## config.mk

```make
export PLATFORM = sky130hd
export DESIGN_NAME = aes_sub_multi
export DESIGN_NICKNAME = d
export VERILOG_FILES = /design/src/rtl/aes_sub_multi.sv
export SDC_FILE = /design/constraint.sdc
export NUM_CORES = 1
export LEC_CHECK = 0
export CAP_MARGIN = 5
export CORE_MARGIN = 1
export CORE_UTILIZATION = 26
export DETAILED_ROUTE_END_ITERATION = 16
export MAX_ROUTING_LAYER = met4
export PLACE_DENSITY = 0.47
export RECOVER_POWER = 100
export SETUP_SLACK_MARGIN = 0.4
export SLEW_MARGIN = 20
export SYNTH_ARGS = -nofsm -noshare
export SYNTH_HDL_FRONTEND = slang
export SYNTH_SLANG_ARGS = --single-unit
```

## constraint.sdc

```tcl
create_clock -name g_clk -period 52.2 [get_ports g_clk]
set_clock_uncertainty 0.15 [all_clocks]
set_input_delay 7.83 -clock g_clk [delete_from_list [all_inputs] [get_ports g_clk]]
set_output_delay 7.83 -clock g_clk [all_outputs]
set_load 0.02 [all_outputs]
```

## src/rtl/aes_sub_multi.sv

```systemverilog
// AES byte substitution over two source registers using SBOXES parallel S-boxes
// (1, 2 or 4). AES_SUB_MULTI_OUTREG_EN registers the result and ready flag.
module aes_sub_multi #(
    parameter int SBOXES = 1
) (
    input  logic        g_clk,
    input  logic        g_resetn,
    input  logic        valid,
    input  logic [31:0] rs1,
    input  logic [31:0] rs2,
    input  logic        enc,
    input  logic        rot,
    output logic        ready,
    output logic [31:0] rd
);

    localparam int unsigned NSB   = SBOXES;
    localparam int unsigned STEPS = 4 / NSB;
    localparam int unsigned CW    = (STEPS > 1) ? $clog2(STEPS) : 1;

    function automatic logic [7:0] xtime(input logic [7:0] a);
        return {a[6:0], 1'b0} ^ (a[7] ? 8'h1b : 8'h00);
    endfunction

    function automatic logic [7:0] gmul(input logic [7:0] a, input logic [7:0] b);
        logic [7:0] p;
        logic [7:0] t;
        p = '0;
        t = a;
        for (int unsigned i = 0; i < 8; i++) begin
            if (b[i]) p = p ^ t;
            t = xtime(t);
        end
        return p;
    endfunction

    // a^254 = product of a^2, a^4 .. a^128; maps 0 to 0 as AES requires
    function automatic logic [7:0] ginv(input logic [7:0] a);
        logic [7:0] s;
        logic [7:0] p;
        s = gmul(a, a);
        p = s;
        for (int unsigned i = 2; i < 8; i++) begin
            s = gmul(s, s);
            p = gmul(p, s);
        end
        return p;
    endfunction

    function automatic logic [7:0] rotl8(input logic [7:0] x, input int unsigned n);
        logic [15:0] d;
        d = {x, x} << n;
        return d[15:8];
    endfunction

    function automatic logic [7:0] sbox_fwd(input logic [7:0] a);
        logic [7:0] v;
        v = ginv(a);
        return v ^ rotl8(v, 1) ^ rotl8(v, 2) ^ rotl8(v, 3) ^ rotl8(v, 4) ^ 8'h63;
    endfunction

    function automatic logic [7:0] sbox_inv(input logic [7:0] a);
        return ginv(rotl8(a, 1) ^ rotl8(a, 3) ^ rotl8(a, 6) ^ 8'h05);
    endfunction

    logic [CW-1:0] step;
    logic          last;
    logic          hold;
    logic          fire;
    logic          adv;
    logic [1:0]    base;
    logic [7:0]    src    [4];
    logic [7:0]    r      [4];
    logic [7:0]    res    [4];
    logic [7:0]    sb_out [NSB];
    logic [31:0]   word;
    logic [31:0]   word_rot;
    logic          unused_bits;

    assign src[0] = rs1[7:0];
    assign src[1] = rs2[15:8];
    assign src[2] = rs1[23:16];
    assign src[3] = rs2[31:24];
    assign unused_bits = ^{rs1[15:8], rs1[31:24], rs2[7:0], rs2[23:16]};

    assign last = (step == CW'(STEPS - 1));
    assign base = 2'(32'(step) * NSB);
    assign adv  = valid && !last && !hold;
    assign fire = valid && last && !hold && !g_resetn;

    for (genvar j = 0; j < SBOXES; j++) begin : g_sbox
        logic [7:0] sb_in;
        assign sb_in     = src[base + 2'(j)];
        assign sb_out[j] = enc ? sbox_fwd(sb_in) : sbox_inv(sb_in);
    end

    always_comb begin
        for (int unsigned i = 0; i < 4; i++) res[i] = r[i];
        for (int unsigned j = 0; j < NSB; j++) res[base + 2'(j)] = sb_out[j];
    end

    assign word     = {res[3], res[2], res[1], res[0]};
    assign word_rot = rot ? {word[23:0], word[31:24]} : word;

    always_ff @(posedge g_clk) begin
        if (g_resetn) begin
            step <= '0;
            for (int unsigned i = 0; i < 4; i++) r[i] <= '0;
        end else if (adv) begin
            step <= step + CW'(1);
            for (int unsigned j = 0; j < NSB; j++) r[base + 2'(j)] <= sb_out[j];
        end else begin
            step <= '0;
        end
    end

`ifdef AES_SUB_MULTI_OUTREG_EN
    logic        ready_q;
    logic [31:0] rd_q;

    // the registered-ready cycle holds the counter at 0 and suppresses a re-fire
    assign hold = ready_q;

    always_ff @(posedge g_clk) begin
        if (g_resetn) begin
            ready_q <= 1'b0;
            rd_q    <= '0;
        end else begin
            ready_q <= fire;
            rd_q    <= fire ? word_rot : '0;
        end
    end

    assign ready = ready_q && !g_resetn;
    assign rd    = ready ? rd_q : '0;
`else
    assign hold  = 1'b0;
    assign ready = fire;
    assign rd    = fire ? word_rot : '0;
`endif

endmodule

```

Word-level counts from Yosys, hierarchy flattened
Memory sizes are Yosys's and may differ from the RTL's.
Index checks and enable logic that the tools add are counted.
{ "op_classes": {"n_reduce_logical": 8, "addsub": 1, "n_eq_ne": 1, "n_mux": 393, "n_lt_le_gt_ge": 2, "bitwise": 360} }
{ "ops": {"columns": ["operator", "count"], "rows": [
  ["$mux 8", 213],
  ["$xor 8x8->8", 188],
  ["$xor 8x5->8", 168],
  ["$mux 5", 168],
  ["$mux 32", 2],
  ["$bwmux 32", 1],
  ["$bmux 8 s2", 1],
  ["$demux 8 s2", 1],
  ["$reduce_or 8->1", 1],
  ["$mux 1", 6],
  ["$logic_and 1x1->1", 4],
  ["$not 4->4", 1],
  ["$ge 3x3->1 const B", 1],
  ["$lt 3x1->1 const B", 1],
  ["$not 2->3", 1],
  ["$add 2x1->2 const B", 1],
  ["$eq 2x2->1 const B", 1],
  ["$logic_not 1->1", 2],
  ["$mux 2", 1],
  ["$not 2->2", 1],
  ["$reduce_or 2->1", 1],
  ["$not 1->1", 1]
]} }
{ "totals": {"mem_count": 1, "out_inout_bits": 33, "word_cells": 767, "in_bits": 69, "mem_bits_rw": 32, "reg_bits": 2} }
{ "memory_table": {"columns": ["memory", "words", "word_bits", "rd", "rd_ports_with_merged_regs", "write_ports", "line_no", "rtl"], "rows": [
  ["r", 4, 8, 4, 0, 4, "73", "logic [7:0] r [4];"]
]} }

Depth between registers and ports, before layout
Gate-level depths: netlist (run 1).
{ "depth": {"ltp_word": 140, "depth_mapped": 78, "depth_no_buf": 63} }

Worst setup path after synthesis (run 1)
No wires, ideal clock.
{ "synth_path": {"path_type": "input to output", "startpoint": "in rs2[31]", "endpoint": "out rd[2]", "n_path_buf": 10, "stages": 69, "t_required_ns": 44.220, "setup_slack_ns": 19.576, "arrival_time_ns": 24.644, "path_cell_list": "mux4_2 buf_4 buf_2 buf_2 ha_1 buf_1 nand2_1 xnor2_1 inv_2 clkbuf_1 clkbuf_1 ha_1 buf_1 xnor3_1 xnor2_2 clkbuf_1 nor4_1 a21oi_1 [... 33 more ...] a2111oi_2 o21ai_1 a21oi_1 nor2_1 o41ai_2 mux2i_1 o22ai_1 or3_1 a21oi_1 or3b_1 clkbuf_1 and2_1 a211oi_1 xor3_2 xor3_1 nand2_1 nand2_1 a221oi_1"} }
{ "synth_via": {"elab_chain_len": 135, "elab_cells_between_ends": 731, "classes_between": "mux (374); bitwise (357)"} }
{ "synth_lines": {"columns": ["item", "line_no", "rtl"], "rows": [
  ["start: declaration", "10", "input logic [31:0] rs2,"],
  ["$bmux 8 s2 *", "93", "assign sb_in = src[base + 2'(j)];"],
  ["$mux 8 (implied by the code) * (2 in a row)", "93", null],
  ["$mux 5 or $mux 8 (tied branches)", "22, 31", null],
  ["$xor 8x5->8 or $xor 8x8->8 (tied branches)", "22, 31", null],
  ["$xor 8x8->8 or $mux 8 (tied branches)", "31", "if (b[i]) p = p ^ t;"],
  ["$mux 8 or $xor 8x8->8 (tied branches)", "31", null],
  ["$xor 8x8->8 or $mux 8 (tied branches)", "31", null],
  ["$mux 8 or $xor 8x8->8 (tied branches)", "31", null],
  ["[... 115 more ...]", null, null],
  ["$mux 8", "31", null],
  ["$xor 8x8->8", "31", null],
  ["$mux 8", "31", null],
  ["$xor 8x8->8 (4 in a row)", "59", "return v ^ rotl8(v, 1) ^ rotl8(v, 2) ^ rotl8(v, 3) ^ rotl8(v, 4) ^ 8'h63;"],
  ["$mux 8 *", "94", "assign sb_out[j] = enc ? sbox_fwd(sb_in) : sbox_inv(sb_in);"],
  ["$bwmux 32 *", "99", "for (int unsigned j = 0; j < NSB; j++) res[base + 2'(j)] = sb_out[j];"],
  ["$mux 32 *", "103", "assign word_rot = rot ? {word[23:0], word[31:24]} : word;"],
  ["$mux 32 *", "139", "assign rd = fire ? word_rot : '0;"],
  ["end: declaration", "14", "output logic [31:0] rd"]
]} }
Every way passes the cells marked *; elsewhere a longest branch is shown, timed or not. The select of a mux whose other input is x is not followed.

Worst setup path in the final report (run 1)
{ "layout_path": {"startpoint": "in rs1[23]", "endpoint": "out rd[22]"} }
{ "layout_via": {"elab_chain_len": 136, "elab_cells_between_ends": 731, "classes_between": "mux (373); bitwise (358)"} }
{ "layout_lines": {"columns": ["item", "line_no", "rtl"], "rows": [
  ["start: declaration", "9", "input logic [31:0] rs1,"],
  ["$bmux 8 s2 *", "93", null],
  ["$mux 8 (implied by the code) * (2 in a row)", "93", null],
  ["$mux 5", "22", "return {a[6:0], 1'b0} ^ (a[7] ? 8'h1b : 8'h00);"],
  ["$xor 8x5->8", "22", null],
  ["$xor 8x8->8", "31", null],
  ["$mux 8", "31", null],
  ["$xor 8x8->8", "31", null],
  ["$mux 8", "31", null],
  ["[... 116 more ...]", null, null],
  ["$xor 8x8->8", "31", null],
  ["$mux 8", "31", null],
  ["$xor 8x8->8 (4 in a row)", "59", null],
  ["$not 4->4 (no source line)", null, null],
  ["$mux 8 *", "94", null],
  ["$bwmux 32 *", "99", null],
  ["$mux 32 *", "103", null],
  ["$mux 32 *", "139", null]
]} }
Marked as above.

==> key figures, run 1 <==
Synthesis
  – Biggest area contributors in the synthesized netlist: xnor2_1, nor2_1, xor2_1
  – Number of warnings issued by yosys: 0
  – Yosys reg bits: 26
  – Instance count of the mapped netlist: 4249
  – Number of nets produced by synthesis: 4335
  – Share of flip-flops with an asynchronous set or reset: 0
  – Commonest cells in the netlist: xnor2_1, nor2_1, nand2_1, a21oi_1, xor2_1
  – Most frequent cell after synthesis: xnor2_1
  – Synth area leader: xnor2_1
  – Number of flops mapped to enable cells by yosys: 24
  – Prevailing post-synth register cell: edfxtp_1
  – Unique masters post-synth: 95
  – Area share of the largest cell type after synthesis: 0.286
  – Area of the mapped netlist: approximately 30000 µm²
  – Mean cell area of the mapped netlist: 6.96 µm²
  – Sequential element share of the synthesized area: 0.0257

Global route
  – Global-route total usage across every layer: 0.161
  – Antenna violations before repair: 0
  – Global-route wire length before repair: about 150 mm
  – Largest net degree at the start of global routing: 55
  – Via count of the first global-routing pass: roughly 27000
  – Global route total overflow: 0

Drt
  – Via count of the routed design: around 28000
  – Average routed wire per standard cell: roughly 17 µm
  – Residual DRC count: 0
  – Number of violations reported at the end of detailed-routing iteration 0: 1877
  – Wire length reported by the detailed router: 94.1 mm
  – Vias per inst: 4.99
  – First-pass iteration count of the detailed router: 5
  – Number of nets with antenna violations after detailed routing: 0

Timing
  – Pins Over Slew Limit: 0
  – Max Clk Rate: 24.3 MHz
  – # setup viols final: 0
  – Setup repair after global routing missed its margin: false
  – Final critical path time including I/O delays and setup: about 41 ns
  – Transition time at the pin with the least slew margin: about 1.4 ns
  – Relative slew margins: 0.0413
  – Fraction of the cycle the final worst path needs: 0.789
  – Setup TNS after final layout: 0 ns
  – Hold violation count in the final report: 0

Floorplanning
  – Die outline area: ~120000 µm²
  – Floorplan row count: 123
  – Initial core utilization: 0.262
  – Num ports: ~100
  – Die height: 339 µm
  – Core region area: between 100000 and 150000 µm²
  – Die W: around 340 µm

CTS
  – TritonCTS clock tree: yes
  – Clock transition at the register clock pins on the worst setup and hold paths after CTS: around 0.070 ns
  – Maximum root-to-sink buffer count: 2
  – Clock tree root driver cell: clkbuf_16
  – Number of gates resized after cts: 0
  – Post-CTS Hold Fix Bufs: 0
  – Insertion delay to the later sink of the worst-skew pair: approximately 0.26 ns
  – Post-CTS setup repair buffer count: 0
  – CTS sink cnt: 26
  – TritonCTS buffer count: 3
  – Clock H-tree levels: 1

Flow run
  – Total of max-cap violations: 0

Critical path
  – Arrival time reported for the critical path endpoint: 33.23 ns
  – Sort of element at the end of the critical path: primary output
  – Critical-path maximum fanout: 27
  – Critical-path cell with the highest stage delay: xnor2_1
  – Slowest cell delay on critical path: 1.11 ns
  – Req. time, crit path: between 40 and 50 ns
  – Critical path startpoint category: input pin
  – Most numerous cell on the critical path: xnor2_1
  – Crit path kind: input pin to primary output

Worst hold path
  – Class of the worst hold path: register to register

Place
  – Global placement routability congestion: between 0.8 and 0.9
  – HPWL after detailed placement: between 60 and 70 mm
  – Count of port buffers added during placement: a little under 70

Layout
  – Fraction of final layout cells with drive strength greater than 1: 0.0835
  – # diodes: 0
  – Net total in the final layout: ~4300
  – Signed area change from the synthesized netlist to the final layout: 9.45%

Run status
  – Outcome: finished, final reports clean
==> cell usage in the layout, fill, tap and decap left out, types with 33 or more instances in the layout <==
| master | instances |
|---|---|
| xnor2_1 | 938 |
| nor2_1 | 602 |
| nand2_1 | 442 |
| a21oi_1 | 279 |
| xor2_1 | 250 |
| o21ai_0 | 197 |
| buf_4 | 151 |
| nand3_1 | 111 |
| mux2i_1 | 110 |
| nor3_1 | 93 |
| xnor2_2 | 92 |
| o22ai_1 | 67 |
| xnor3_1 | 57 |
| inv_1 | 51 |
| and2_1 | 38 |
| clkdlybuf4s50_1 | 36 |
| nor2b_1 | 35 |
| a31oi_1 | 35 |
| dlygate4sd3_1 | 33 |
==> per-layer routing <==
metal / vias up / routed length, µm / global-route usage
li1: 14300 / - / -
met1: 13400 / 48000 / 0.237
met2: 589 / 42300 / 0.252
met3: 40 / 3120 / 0.00454
met4: 0 / 551 / 0.0149
met5: - / 0 / -
==> worst max-delay path, delay by kind of cell <==
kind	cells	cell delay (ns)
xor+xnor	28	10.91
buf+inv	8	4.97
compound gates	15	3.92
fa+ha+maj	4	2.48
simple gates	9	2.06
mux	2	0.97
==> metrics by stage <==
step | cell area, µm² | setup slack [ns] | util | hold WS (ns) | std cells
5_1_grt | 32400 | 9.29 | 0.287 | 0.669 | 5680
4_1_cts | 32500 | 14.98 | 0.288 | 0.624 | 5680
2_1_floorplan | 29600 | 19.58 | - | 0.594 | 4249
6_report | 32400 | 10.99 | 0.287 | 0.610 | 5680
3_5_place_dp | 32400 | 15.12 | 0.287 | 0.609 | 5676
3_3_place_gp | 32400 | 15.03 | 0.287 | 0.594 | 5676
==> logic make-up after synthesis <==
logic type	share of synthesized area
multiplexers	0.0547
XOR/XNOR	0.466
AO/OA/AOI/OAI	0.187
buffers and inverters	0.0517
AND/OR/NAND/NOR	0.206
flip-flops	0.0257
adder cells (fa/ha/maj)	0.00753
==> state kept, by name, indices dropped and copies added (netlist names) <==
signal and cells:
r 24, step 2
==> cell type report <==
cell class                 count  area, µm²
clock inverter                 1       30.0
clock buffer                   3       75.1
fill                       12300      80300
inverter                      69        259
sequential                    26        761
multi-input combinational   3858      27500
timing repair buffer         223       1840
tap                         1500       1880
==> path summary, 6_finish.rpt <==
kind                 from  endpoint  slack [ns]  cells past startpoint
setup / recovery  rs1[23]    rd[22]       10.99                     66
hold / removal    step[1]   r[2][0]        0.61                      2
hold reg to reg   step[1]   r[2][0]        0.61                      2
setup reg to reg  step[0]   r[2][6]       27.41                     64
Power of run 1 is left out: the tool's default activity adds up to more than one toggle a clock period on the data nets, which glitch-free logic cannot reach.
==> inputs of run 2 (changes only) <==
==> constraint.sdc (replaced) <==
create_clock -name g_clk -period 38.4 [get_ports g_clk]
set_clock_uncertainty 0.15 [all_clocks]
set_input_delay 5.76 -clock g_clk [delete_from_list [all_inputs] [get_ports g_clk]]
set_output_delay 5.76 -clock g_clk [all_outputs]
set_load 0.02 [all_outputs]
==> run 2 against run 1 <==
The run now ends with capacitance limit, slew limit left. Via count is essentially flat. Utilization is essentially flat. Register-to-register slack lost 12 ns. Routed wire length grew 0.28%. Count of clock-buffer cells in the layout is the same. Global-route usage grew 0.082 points. Final area is essentially flat. Largest cell class unchanged.
==> key figures, run 2 (same netlist as run 1, synthesis figures left out) <==
Run status
  – Outcome: finished, violations left (was finished, final reports clean)
  – Violations in the final reports: capacitance limit, slew limit

Global route
  – Antenna violations before repair: 0 (unchanged)
  – Largest net degree at the start of global routing: 55 (unchanged)
  – Via count of the first global-routing pass: 26600 (about the same)
  – Global route total overflow: 0 (unchanged)
  – Global-route total usage across every layer: 0.162 (was 0.161)
  – Global-route wire length before repair: 153 mm (was 152 mm)

Drt
  – Average routed wire per standard cell: 16.6 µm (about the same)
  – First-pass iteration count of the detailed router: 11 (was 5)
  – Number of violations reported at the end of detailed-routing iteration 0: 1994 (was 1877)
  – Number of nets with antenna violations after detailed routing: 0 (unchanged)
  – Via count of the routed design: 28300 (about the same)
  – Wire length reported by the detailed router: 94.3 mm (was 94.1 mm)
  – Vias per inst: 4.99 (about the same)
  – Residual DRC count: 0 (unchanged)

Layout
  – Most frequent cells in the layout: xnor2_1, nor2_1, nand2_1 (unchanged)
  – Net total in the final layout: 4262 (was 4267)
  – Layout Cell Area excl Fill: 32400 µm² (about the same)
  – Fraction of final layout cells with drive strength greater than 1: 0.0843 (was 0.0835)
  – Register bank with the most flops: r (unchanged)
  – Largest registers ranked by flip-flop count: r (24), step (2) (unchanged)
  – Register area: 761 µm² (unchanged)
  – Largest register FFs: 24 (unchanged)
  – Signed area change from the synthesized netlist to the final layout: 9.48% (was 9.45%)
  – Combined area of the multi-input logic cells: 27600 µm² (was 27500 µm²)
  – Leading cell type in the layout, fill and taps excluded: xnor2_1 (unchanged)
  – Number of fill cells: 12400 (was 12300)
  – # diodes: 0 (unchanged)

Timing
  – Relative slew margins: -0.0959 (was 0.0413)
  – Hold violation count in the final report: 0 (unchanged)
  – Setup repair after global routing missed its margin: false (unchanged)
  – Max Clk Rate: between 20 and 30 MHz
  – Fraction of the cycle the final worst path needs: 0.910
  – # setup viols final: 0 (unchanged)
  – Setup TNS after final layout: 0 ns (unchanged)
  – Transition time at the pin with the least slew margin: 1.64 ns (was 1.43 ns)
  – Final critical path time including I/O delays and setup: between 30 and 40 ns
  – Pins Over Slew Limit: 21 (was 0)

CTS
  – Clock H-tree levels: 1 (unchanged)
  – Insertion delay to the later sink of the worst-skew pair: 0.26 ns (about the same)
  – Post-CTS Hold Fix Bufs: 0 (unchanged)
  – Number of gates resized after cts: 0 (unchanged)
  – TritonCTS buffer count: 3 (unchanged)
  – TritonCTS clock tree: yes (unchanged)
  – Clock transition at the register clock pins on the worst setup and hold paths after CTS: 0.07 ns (about the same)
  – CTS sink cnt: 26 (unchanged)
  – Clock tree root driver cell: clkbuf_16 (unchanged)
  – Maximum root-to-sink buffer count: 2 (unchanged)
  – Post-CTS setup repair buffer count: 0 (unchanged)

Critical path
  – Req. time, crit path: 32.49 ns (was 44.22 ns)
  – Critical-path maximum fanout: 27 (unchanged)
  – Register-to-register path setup slack: 15.49 ns (was 27.41 ns)
  – Slowest cell delay on critical path: 1.27 ns (was 1.11 ns)
  – Arrival time reported for the critical path endpoint: 29.05 ns (was 33.23 ns)
  – Buffers and inverters on the worst path: 8 (unchanged)
  – Sort of element at the end of the critical path: primary output (unchanged)
  – Cell type group with the largest total delay on the critical path: XOR/XNOR gates (unchanged)
  – Most numerous cell on the critical path: xnor2_1 (unchanged)
  – Critical path startpoint category: input pin (unchanged)
  – Critical-path cell with the highest stage delay: xor2_1 (was xnor2_1)
  – Crit path kind: input pin to primary output (unchanged)

Place
  – Count of port buffers added during placement: 69 (unchanged)
  – Global placement routability congestion: 0.854 (was 0.843)
  – HPWL after detailed placement: 67.4 mm (was 67.2 mm)
  – Post-placement cell area: 32300 µm² (was 32400 µm²)

Floorplanning
  – Floorplan row count: 123 (unchanged)
  – Initial core utilization: 0.262 (unchanged)
  – Die W: 339 µm (unchanged)
  – Num ports: 102 (unchanged)
  – Die outline area: 115000 µm² (unchanged)
  – Core region area: 113000 µm² (unchanged)
  – Die height: 339 µm (unchanged)

Flow run
  – Total of max-cap violations: 2 (was 0)

Worst hold path
  – Class of the worst hold path: register to register (unchanged)
==> run 2: changes by cell type in the layout (fill, tap and decap cells not counted), sizes merged <==
cell and change:
buf -3, clkbuf -2, clkdlybuf4s50 +1, dlygate4sd3 -1
==> run 2: cell type report <==
class,instances,area share
flip-flops and latches,26,0.0235
well taps,1500,0.0580
inverters,69,0.00800
repair buffers,218,0.0558
multi-input cells,3858,0.852
clock buffers,3,0.00232
clock inverters,1,0.000928
==> run 2: metal layers <==
metal / part of all wire / GRT usage / vias up
met5: 0 / - / -
met4: 0.0042 / 0.0100 / 0
met3: 0.034 / 0.00431 / 28
met2: 0.45 / 0.257 / 588
met1: 0.51 / 0.238 / 13400
li1: - / - / 14300
==> run 2: final timing paths <==
kind,startpoint,end,depth (start not counted)
max reg2reg,step[0],r[0][0],65
min reg2reg,step[1],r[2][4],1
min,step[1],r[2][4],1
max,rs1[23],rd[16],66
==> run 2: worst register-to-register path: cells and delay by family, from the launching register on <==
kind	cells	cell delay, ns
multiplexers	2	0.99
adder cells (fa/ha/maj)	4	2.29
flip-flops	1	0.31
AO/OA/AOI/OAI	13	2.98
AND/OR/NAND/NOR	12	2.50
XOR/XNOR	27	11.44
buffers and inverters	7	2.12
==> run 2: metrics by stage <==
stage,util,instances,hold WS [ns],worst slack [ns]
4_1_cts,0.288,5675,0.496,5.02
3_5_place_dp,0.287,5671,0.477,5.15
5_1_grt,0.287,5675,0.519,1.74
2_1_floorplan,-,4249,0.594,9.92
6_report,0.287,5675,0.485,3.44
3_3_place_gp,0.287,5671,0.444,5.10
Power of run 2 is left out for the same reason.
